==> src/rtl/buffer_pkg.sv <==
// Shared width helpers for the instant-buffer pointer/occupancy logic.
package buffer_pkg;
   function automatic int ptr_w(input int size);
      return (size > 1) ? $clog2(size) : 1;
   endfunction

   function automatic int cnt_w(input int size);
      return $clog2(size + 1);
   endfunction
endpackage

==> src/rtl/mod_counter.sv <==
// Wrapping pointer: advances by STEP modulo 2**WIDTH; rst beats clr beats inc.
module mod_counter #(
   parameter int WIDTH = 3,
   parameter int STEP  = 1
) (
   input  logic             clk,
   input  logic             rst,
   input  logic             clr,
   input  logic             inc,
   output logic [WIDTH-1:0] val
);
   // STEP == 2**WIDTH truncates to zero, which is the correct modulo step.
   localparam logic [WIDTH-1:0] STEP_W = WIDTH'(STEP);

   always_ff @(posedge clk) begin
      if (rst)      val <= '0;
      else if (clr) val <= '0;
      else if (inc) val <= val + STEP_W;
   end
endmodule

==> src/rtl/instant_buffer_ctrl.sv <==
// Pointer and occupancy control for an external instant_buffer; the
// block holds no storage, it only drives write/read base addresses.
module instant_buffer_ctrl
   import buffer_pkg::*;
#(
   parameter int SIZE       = 8,
   parameter int WRITE_SIZE = 2,
   parameter int READ_SIZE  = 2
) (
   input  logic                     clk,
   input  logic                     rst,
   input  logic                     flush,
   input  logic                     wr_valid,
   output logic                     wr_ready,
   output logic                     rd_valid,
   input  logic                     rd_ready,
   output logic                     buf_write_en,
   output logic [ptr_w(SIZE)-1:0]   buf_write_addr,
   output logic [ptr_w(SIZE)-1:0]   buf_read_addr,
   output logic [cnt_w(SIZE)-1:0]   count,
   output logic                     full,
   output logic                     empty
);
   localparam int PW = ptr_w(SIZE);
   localparam int CW = cnt_w(SIZE);
   localparam logic [CW-1:0] SIZE_C = CW'(SIZE);
   localparam logic [CW-1:0] WR_C   = CW'(WRITE_SIZE);
   localparam logic [CW-1:0] RD_C   = CW'(READ_SIZE);

   if (SIZE < 2 || (SIZE & (SIZE - 1)) != 0) begin : g_bad_size
      $error("SIZE must be a power of two and at least 2");
   end
   if (WRITE_SIZE < 1 || WRITE_SIZE > SIZE) begin : g_bad_wr
      $error("WRITE_SIZE must be in 1..SIZE");
   end
   if (READ_SIZE < 1 || READ_SIZE > SIZE) begin : g_bad_rd
      $error("READ_SIZE must be in 1..SIZE");
   end

   logic          push, pop;
   logic [CW-1:0] count_nxt;

   // Ready/valid come only from registered count, so no same-cycle pass-through.
   assign wr_ready = (SIZE_C - count) >= WR_C;
   assign rd_valid = count >= RD_C;
   assign full     = count == SIZE_C;
   assign empty    = count == '0;

   assign push         = wr_valid && wr_ready;
   assign pop          = rd_valid && rd_ready;
   assign buf_write_en = push && !flush && !rst;

   always_comb begin
      count_nxt = count;
      if (push) count_nxt = count_nxt + WR_C;
      if (pop)  count_nxt = count_nxt - RD_C;
   end

   always_ff @(posedge clk) begin
      if (rst)        count <= '0;
      else if (flush) count <= '0;
      else            count <= count_nxt;
   end

   mod_counter #(.WIDTH(PW), .STEP(WRITE_SIZE)) u_wp (
      .clk (clk),
      .rst (rst),
      .clr (flush),
      .inc (push),
      .val (buf_write_addr)
   );

   mod_counter #(.WIDTH(PW), .STEP(READ_SIZE)) u_rp (
      .clk (clk),
      .rst (rst),
      .clr (flush),
      .inc (pop),
      .val (buf_read_addr)
   );
endmodule

==> config.mk <==
export PLATFORM = sky130hd
export DESIGN_NAME = instant_buffer_ctrl
export DESIGN_NICKNAME = d
export VERILOG_FILES = /design/src/rtl/buffer_pkg.sv /design/src/rtl/mod_counter.sv /design/src/rtl/instant_buffer_ctrl.sv
export SDC_FILE = /design/constraint.sdc
export NUM_CORES = 1
export LEC_CHECK = 0
export CELL_PAD_IN_SITES_DETAIL_PLACEMENT = 2
export CELL_PAD_IN_SITES_GLOBAL_PLACEMENT = 2
export CORE_MARGIN = 1.5
export CORE_UTILIZATION = 24
export CTS_BUF_LIST = sky130_fd_sc_hd__clkbuf_4 sky130_fd_sc_hd__clkbuf_8 sky130_fd_sc_hd__clkbuf_16
export DETAILED_ROUTE_END_ITERATION = 16
export PLACE_DENSITY = 0.85
export SETUP_SLACK_MARGIN = 0.4
export SYNTH_ARGS = -nofsm -noshare
export SYNTH_HDL_FRONTEND = slang
export SYNTH_SLANG_ARGS = --single-unit
==> constraint.sdc <==
create_clock -name clk -period 2.9 [get_ports clk]
set_input_delay 0.58 -clock clk [delete_from_list [all_inputs] [get_ports clk]]
set_output_delay 0.58 -clock clk [all_outputs]
set_load 0.005 [all_outputs]
---- Yosys cells after proc, flatten, opt, wreduce, memory -nomap -nowiden ----
Cells that the tools add are included.
cells by class
  $add $sub $neg .......................... 5
  $lt $le $gt $ge ......................... 2
  equal/unequal tests ..................... 1
  muxes and demuxes ....................... 2
  reduce and logical (&&, ||, !) cells .... 8
operator list
  operator                                                            count
  greater-or-equal comparator 4 x 2 -> 1 bit (second input constant)  2
  2-to-1 mux 4 bit                                                    2
  adder 3 x 2 -> 3 bit (second input constant)                        2
  adder 4 x 2 -> 4 bit (second input constant)                        1
  equality test 4 bit (second input constant)                         1
  logical AND 1 bit                                                   4
  zero test 4 bit                                                     1
  subtractor 4 x 2 -> 4 bit (second input constant)                   1
  subtractor 4 bit (first input constant)                             1
  zero test 1 bit                                                     2
  OR reduction 2 bit                                                  1
word-level totals
  flip-flop bits (word level) ............. 10
  input port bits ......................... 5
  logic and storage cells ................. 21

---- Logic depth before layout (Yosys ltp) ----
Gate-level depths: netlist (run 1).
  depth in word-level cells ............... 6
  depth in mapped cells ................... 11
  depth with buffers taken out ............ 10

---- Modules after synthesis ----
From an unflattened synthesis (run 1), not the netlist that was laid out.
second synthesis, totals
  cell total of the unflattened synthesis .. 60
  area total of the unflattened synthesis .. 534.3 um^2
modules (own cells, without submodules)
  module               instances  cells an instance  area an instance (um^2)  seq. area each (um^2)
  instant_buffer_ctrl  1          40                 341.6                    60.1
  mod_counter          2          10                 96.3                     40.0

---- Worst setup path after synthesis (run 1) ----
OpenSTA, ideal clock, no wires.
  path type ............................... reg2reg
  from .................................... reg count[1]
  to ...................................... reg count[3]
  setup time .............................. 72 ps
  arrival ................................. 2,140 ps
  path slack .............................. 688 ps
  stages on the path, launching flop included .. 12
  buffers on the path ..................... 1
  clock period less this slack ............ 2,212 ps
  cell sequence ........................... dfxtp_1 buf_6 inv_1 ha_1 ha_1 nor3b_1 o21ai_0 and2_1 ha_1 o311a_2 a21oi_1 mux2i_1
between the ends
  longest elaborated chain between the ends .. 6
  elaborated cells between the ends (all ways) .. 9
RTL lines
  element                                     RTL line                   RTL
  start: declaration                          instant_buffer_ctrl.sv:20  output logic [cnt_w(SIZE)-1:0] count,
  start signal: assignment                    instant_buffer_ctrl.sv:62  else count <= count_nxt;
  subtractor 4 bit                            instant_buffer_ctrl.sv:44  assign wr_ready = (SIZE_C - count) >= WR_C;
  greater-or-equal comparator 4 x 2 -> 1 bit  instant_buffer_ctrl.sv:44
  logical AND 1 bit                           instant_buffer_ctrl.sv:49  assign push = wr_valid && wr_ready;
  2-to-1 mux 4 bit                            instant_buffer_ctrl.sv:55  if (push) count_nxt = count_nxt + WR_C;
  subtractor 4 x 2 -> 4 bit                   instant_buffer_ctrl.sv:56  if (pop) count_nxt = count_nxt - RD_C;
  2-to-1 mux 4 bit *                          instant_buffer_ctrl.sv:56
Mark *: on every way between the ends. The rest lies on a longest branch, timed or not.
A chain may end at the register's enable or synchronous reset.

---- Worst setup path in the final report (run 1) ----
  from .................................... reg count[2]
  to ...................................... out buf_write_en
between the ends
  longest elaborated chain between the ends .. 5
RTL lines
  element                                     RTL line                   RTL
  subtractor 4 bit                            instant_buffer_ctrl.sv:44
  greater-or-equal comparator 4 x 2 -> 1 bit  instant_buffer_ctrl.sv:44
  logical AND 1 bit                           instant_buffer_ctrl.sv:49
  logical AND 1 bit (2 in a row)              instant_buffer_ctrl.sv:51  assign buf_write_en = push && !flush && !rst;
  end: declaration                            instant_buffer_ctrl.sv:17  output logic buf_write_en,
No other way between the ends.

==> metrics, run 1 <==
dpl hpwl=1270 µm; dpl cell area=744 µm²; placed insts=107; Die X=51.2 µm; clock sinks=7; layout cells sized above 1=24.4%; DR WL/cell=15.3 µm; CTS tree=done; crit path capture type=output pin; crit path kind=reg -> out; Layout area overhead=45.2%; Final Hold Violating Endpoints=0; Final setup viols=0; CTS buffer count=3; PortBufs=16; Max VDD drop=161 µV; core area=2190 µm²; pre-CTS setup slack=0.320 ns; Final Core Density=36.9%; Critical Path Start Type=flip-flop; fin crit share=81.6%; Post-Syn Instances=63; maxcap violations=0; worst hold path class=reg -> reg; vias in the first global route=618; distinct cell type count after synthesis=32; first-pass GRT wire length=2680 µm; Min Clock Period, post-route=2.37 ns; DR pass1 iterations=2; ant diodes=0; Final Max Slew Viols=0; clk buf depth=2; total grt overflow=0; Final WS setup=between 0.5 and 0.6 ns; post-synthesis cell area=around 560 µm²; Slowest-stage cell, CP=dfxtp_2; CTS Hold Bufs=0; Post-Route WL=1740 µm; initial antenna violation count=0; gr usage total=around 14%; post-synthesis sequential area ratio=between 20% and 30%; GRT met2 Usage=25.8%; Peak Freq=around 420 MHz; GR Util met3=about 2.3%; DRC violations left=0; Vias/cell=4.90; M1 GR Usage=14.9%; DR vias=559; Non-Filler Instances=114; P_leak=around 0.34 nW; initial DRC count=1; Layout Nets=99; clock skew=0.00666 ns; Starting Density=25.4%; Largest stage delay, worst path=0.33 ns; Routed Antenna Nets=0; CTS root buf=clkbuf_4; Synth Register Bits=7; Crit path arrival time=1.79 ns; crit-path cells=inv_1, ha_2, ha_1, nor4b_4, nor3_1, dlygate4sd2_1; DIE AREA=2620 µm²; crit-path max FO=5; # IOs=20; Worst Path Required=2.32 ns; FP Rows=17; H-tree levels=1; largest net degree at the start of global routing=12; GP Congestion=0.708; RSZ-0062 raised after global routing=false; die height=51.2 µm; GR peak layer=met2; worst path bufs/invs=2; Power per Cell Area=approximately 440 nW/µm²; status=finished, final reports clean; clk slew on worst S/H paths=approximately 0.050 ns; setup total negative slack=0 ns; Synth warnings=0; clk_lat worst skew=0.26 ns; fin area=808 µm²; Avg Inst Size Synth=8.84 µm²; CP top delay family=adder cells
==> worst register-to-register path, delay by kind of cell (launching register included) <==
kind            cells  cell delay [ns]
compound gates      2             0.25
buf+inv             4             0.41
flops               1             0.33
mux                 1             0.19
fa+ha+maj           3             0.64
simple gates        2             0.37
==> per-stage QoR <==
step           hold slack, ns  power, mW
2_1_floorplan           0.461      0.187
3_3_place_gp            0.458      0.235
3_5_place_dp            0.493      0.242
4_1_cts                 0.503      0.355
5_1_grt                 0.520      0.383
6_report                0.498      0.357
==> what timing repair did <==
item                                    in CTS  in global routing
setup buffers                                2                  1
gates resized for setup                      1                  6
endpoints found under the setup margin       3                  3
==> cells in the final DEF (no fill, tap or decap) <==
master           Yosys  layout
a21boi_0             1       1
a21o_1               1       1
a21oi_1              6       6
a31oi_1              1       1
and2_1               1       1
and3_4               1       1
buf_4                3       6
clkbuf_4             0       4
clkdlybuf4s50_1      0      13
conb_1               1       3
dfxtp_1              7       5
dfxtp_2              0       2
dlygate4sd2_1        0       1
dlymetal6s2s_1       0       2
ha_1                 7       5
ha_2                 0       2
inv_1                6       6
inv_2                1       1
mux2i_1              1       1
nand2_1              5       5
nand3_1              1       1
nor3_1               1       1
nor3_2               1       1
nor3b_1              1       1
nor4b_4              1       1
o21ai_0              3       3
o21bai_1             1       1
o311a_2              1       1
o31ai_1              1       1
o41a_1               1       1
o41ai_2              1       1
or2_0                1       1
or3_1                2       2
or4_1                1       1
or4_2                1       1
xor2_1               1       1
==> synthesized netlist by cell type <==
cell | n | share of area, %
dfxtp_1 | 7 | 25
ha_1 | 7 | 16
a21oi_1 | 6 | 5.4
inv_1 | 6 | 4.0
nand2_1 | 5 | 3.4
buf_4 | 3 | 4.0
o21ai_0 | 3 | 2.7
or3_1 | 2 | 2.2
a21boi_0 | 1 | 1.3
a21o_1 | 1 | 1.3
a31oi_1 | 1 | 1.1
and2_1 | 1 | 1.1
and3_4 | 1 | 2.0
buf_6 | 1 | 2.0
clkbuf_1 | 1 | 0.67
conb_1 | 1 | 0.67
inv_2 | 1 | 0.67
mux2i_1 | 1 | 1.8
nand3_1 | 1 | 0.90
nor3_1 | 1 | 0.90
nor3_2 | 1 | 1.8
nor3b_1 | 1 | 1.3
nor4b_4 | 1 | 4.3
o21bai_1 | 1 | 1.3
o311a_2 | 1 | 2.0
o31ai_1 | 1 | 1.3
o41a_1 | 1 | 2.0
o41ai_2 | 1 | 2.9
or2_0 | 1 | 1.1
or4_1 | 1 | 1.3
or4_2 | 1 | 1.6
xor2_1 | 1 | 1.6
==> layer usage <==
| layer | wire (µm) | share of wire [%] |
|---|---|---|
| met1 | 703 | 40 |
| met2 | 921 | 53 |
| met3 | 72 | 4.1 |
| met4 | 46 | 2.6 |
| met5 | 0 | 0 |
==> where the power goes <==
part           internal, mW  total, mW  switching, mW
registers             0.102      0.106        0.00417
logic                0.0776      0.147         0.0691
clock network        0.0622      0.104         0.0417
==> worst paths after layout <==
check / from / end / slack [ns] / cells after the start
setup reg to reg: count[2] / count[3] / 0.63 / 12
hold / removal: u_rp.val[2] / u_rp.val[2] / 0.50 / 2
setup / recovery: count[2] / buf_write_en / 0.53 / 6
hold reg to reg: u_rp.val[2] / u_rp.val[2] / 0.50 / 2
==> area by class of cell <==
cell class,count,area (µm²)
Fill cell,258,1380
Inverter,7,26.3
Clock buffer,4,30.0
Multi-Input combinational cell,46,365
Timing Repair Buffer,22,209
Tap cell,28,35.0
Sequential cell,7,143
==> registers in the layout, summed over array words and instances, names as in the netlist <==
| register | count |
|---|---|
| u_wp.val | 2 |
| u_rp.val | 2 |
| count | 3 |
==> kinds of logic after synthesis <==
kind of cell | synth area share [%]
compound gates | 21.6
simple gates | 22.0
buf+inv | 11.5
fa+ha+maj | 15.7
flops | 25.2
other cells | 0.674
xor+xnor | 1.57
mux | 1.80
(Power assumes the default switching activity.)
==> run 2, diff against run 1 <==
--- a/config.mk
+++ b/config.mk
@@ -8,10 +8,10 @@
 export CELL_PAD_IN_SITES_DETAIL_PLACEMENT = 2
 export CELL_PAD_IN_SITES_GLOBAL_PLACEMENT = 2
 export CORE_MARGIN = 1.5
-export CORE_UTILIZATION = 24
+export CORE_UTILIZATION = 22
 export CTS_BUF_LIST = sky130_fd_sc_hd__clkbuf_4 sky130_fd_sc_hd__clkbuf_8 sky130_fd_sc_hd__clkbuf_16
 export DETAILED_ROUTE_END_ITERATION = 16
-export PLACE_DENSITY = 0.85
+export PLACE_DENSITY = 0.82
 export SETUP_SLACK_MARGIN = 0.4
 export SYNTH_ARGS = -nofsm -noshare
 export SYNTH_HDL_FRONTEND = slang
==> constraint.sdc (replaced) <==
create_clock -name clk -period 2.15 [get_ports clk]
set_input_delay 0.43 -clock clk [delete_from_list [all_inputs] [get_ports clk]]
set_output_delay 0.43 -clock clk [all_outputs]
set_load 0.005 [all_outputs]
==> metrics, run 2 (same netlist as run 1, synthesis figures left out) <==
layout cells sized above 1=53.3%; stages on the worst setup path=7; Final Hold Violating Endpoints=0; first-pass GRT wire length=between 3000 and 4000 µm; Pint=0.400 mW; # IOs=20; CP top delay family=adder cells; die height=53.3 µm; gr usage total=17.8%; largest net degree at the start of global routing=9; RSZ-0062 raised after global routing=true; dpl cell area=868 µm²; sequential share of power=a little under a quarter; fill count=roughly 280; clock sinks=7; Worst Path Required=1.72 ns; DIE AREA=2840 µm²; clk_lat worst skew=0.26 ns; Largest stage delay, worst path=around 0.37 ns; fin crit share=97.1%; worst-case reg-to-reg path depth=11; CTS tree=done; Layout area overhead=93.0%; Net Sw Power=0.200 mW; clock skew=0.00402 ns; placed insts=118; Crit path arrival time=1.66 ns; Slowest-stage cell, CP=dfxtp_4; Min Clock Period, post-route=around 2.1 ns; DR WL/cell=15.9 µm; fin area=1070 µm²; Vias/cell=4.59; PortBufs=16; initial antenna violation count=0; clk slew on worst S/H paths=0.06 ns; P_leak=0.484 nW; GP Congestion=0.768; most common cell after layout, fill and taps aside=buf_4; dpl hpwl=1280 µm; CTS buffer count=3; Post-Route WL=2150 µm; commonest non-fill, non-tap cells in the layout=buf_4 (22), clkdlybuf4s50_1 (10), dfxtp_1 (5), buf_6 (5); maxcap violations=0; Clock Power Share=23.8%; clk buf depth=2; DR vias=roughly 620; initial DRC count=5; Critical Path Start Type=flip-flop; crit path capture type=output pin; switching part of the total=approximately a third; max FFs per register=3; Power per Cell Area=558 nW/µm²; vias in the first global route=roughly 700; Regs by FF count=count (3), u_rp.val (2), u_wp.val (2); Power, Total=0.600 mW; core area=around 2400 µm²; multi-input logic area=467 µm²; Peak Freq=479 MHz; worst path bufs/invs=3; CTS root buf=clkbuf_4; Final setup viols=0; status=finished, final reports clean; DRC violations left=0; total grt overflow=0; Crit path top cell by count=ha_4; Max VDD drop=267 µV; crit-path max FO=3; FP Rows=18; Most flops, register=count; Starting Density=22.9%; crit-path cells=inv_4, ha_4, ha_4, nor4b_4, buf_4, nor3_4, buf_2; Register Area=approximately 150 µm²; Die X=roughly 53 µm; worst hold path class=reg -> reg; hold path cells=2; Layout Nets=118; Routed Antenna Nets=0; Final Max Slew Viols=0; setup total negative slack=0 ns; ant diodes=0; part of the power in combinational logic=a little over half; DR pass1 iterations=4; crit path kind=reg -> out; H-tree levels=1; worst hold slack=0.487 ns; Non-Filler Instances=135
==> run 2: worst paths after layout <==
path | start | to | slack, ns
min | u_rp.val[1] | u_rp.val[1] | 0.49
min reg2reg | u_rp.val[1] | u_rp.val[1] | 0.49
max | count[1] | buf_write_en | 0.06
max reg2reg | count[1] | count[3] | 0.09
==> run 2: cell type report <==
class	count	area share, %
clock buffers	4	2.79
flip-flops and latches	7	13.5
multi-input cells	46	43.4
inverters	7	2.91
repair buffers	41	33.9
well taps	30	3.49
==> run 2: stage by stage <==
stage                     utilization (%)  worst slack [ns]
after floorplan                         -             0.123
after global placement               35.7           -0.0854
after detailed placement             35.7           -0.0992
after CTS                            42.1            0.0918
after global routing                 44.2           -0.0101
final                                44.2            0.0625
==> run 2: power groups by stage <==
stage | clock network [mW] | registers [mW] | logic, mW
after floorplan | 0 | 0.150 | 0.126
after global placement | 0 | 0.147 | 0.210
after detailed placement | 0 | 0.148 | 0.225
after CTS | 0.145 | 0.144 | 0.282
after global routing | 0.157 | 0.145 | 0.339
final | 0.143 | 0.144 | 0.313
==> run 2: routing by layer <==
metal | track usage [%] | vias to the layer above | share of wire (%)
met5 | 0 | - | 0
met4 | 10.7 | 0 | 2.5
met3 | 2.54 | 6 | 3.6
met2 | 31.5 | 19 | 55
met1 | 19.7 | 292 | 39
li1 | - | 302 | -
==> run 2: worst register-to-register path, stage by stage, from the launching register on <==
cell and delay [ns]:
dfxtp_4 0.37, inv_4 0.04, ha_4 0.16, ha_4 0.26, buf_4 0.10, nor3b_2 0.18
o21ai_2 0.09, and2_4 0.15, ha_4 0.16, o311a_4 0.13, a21oi_2 0.16, mux2i_1 0.19
==> run 2: what timing repair did <==
action / in CTS / in global routing
hold buffers: 0 / 0
endpoints found under the setup margin: 8 / 11
pin swaps: 10 / 4
gates resized for setup: 27 / 9
buffers inserted: 11 / 2
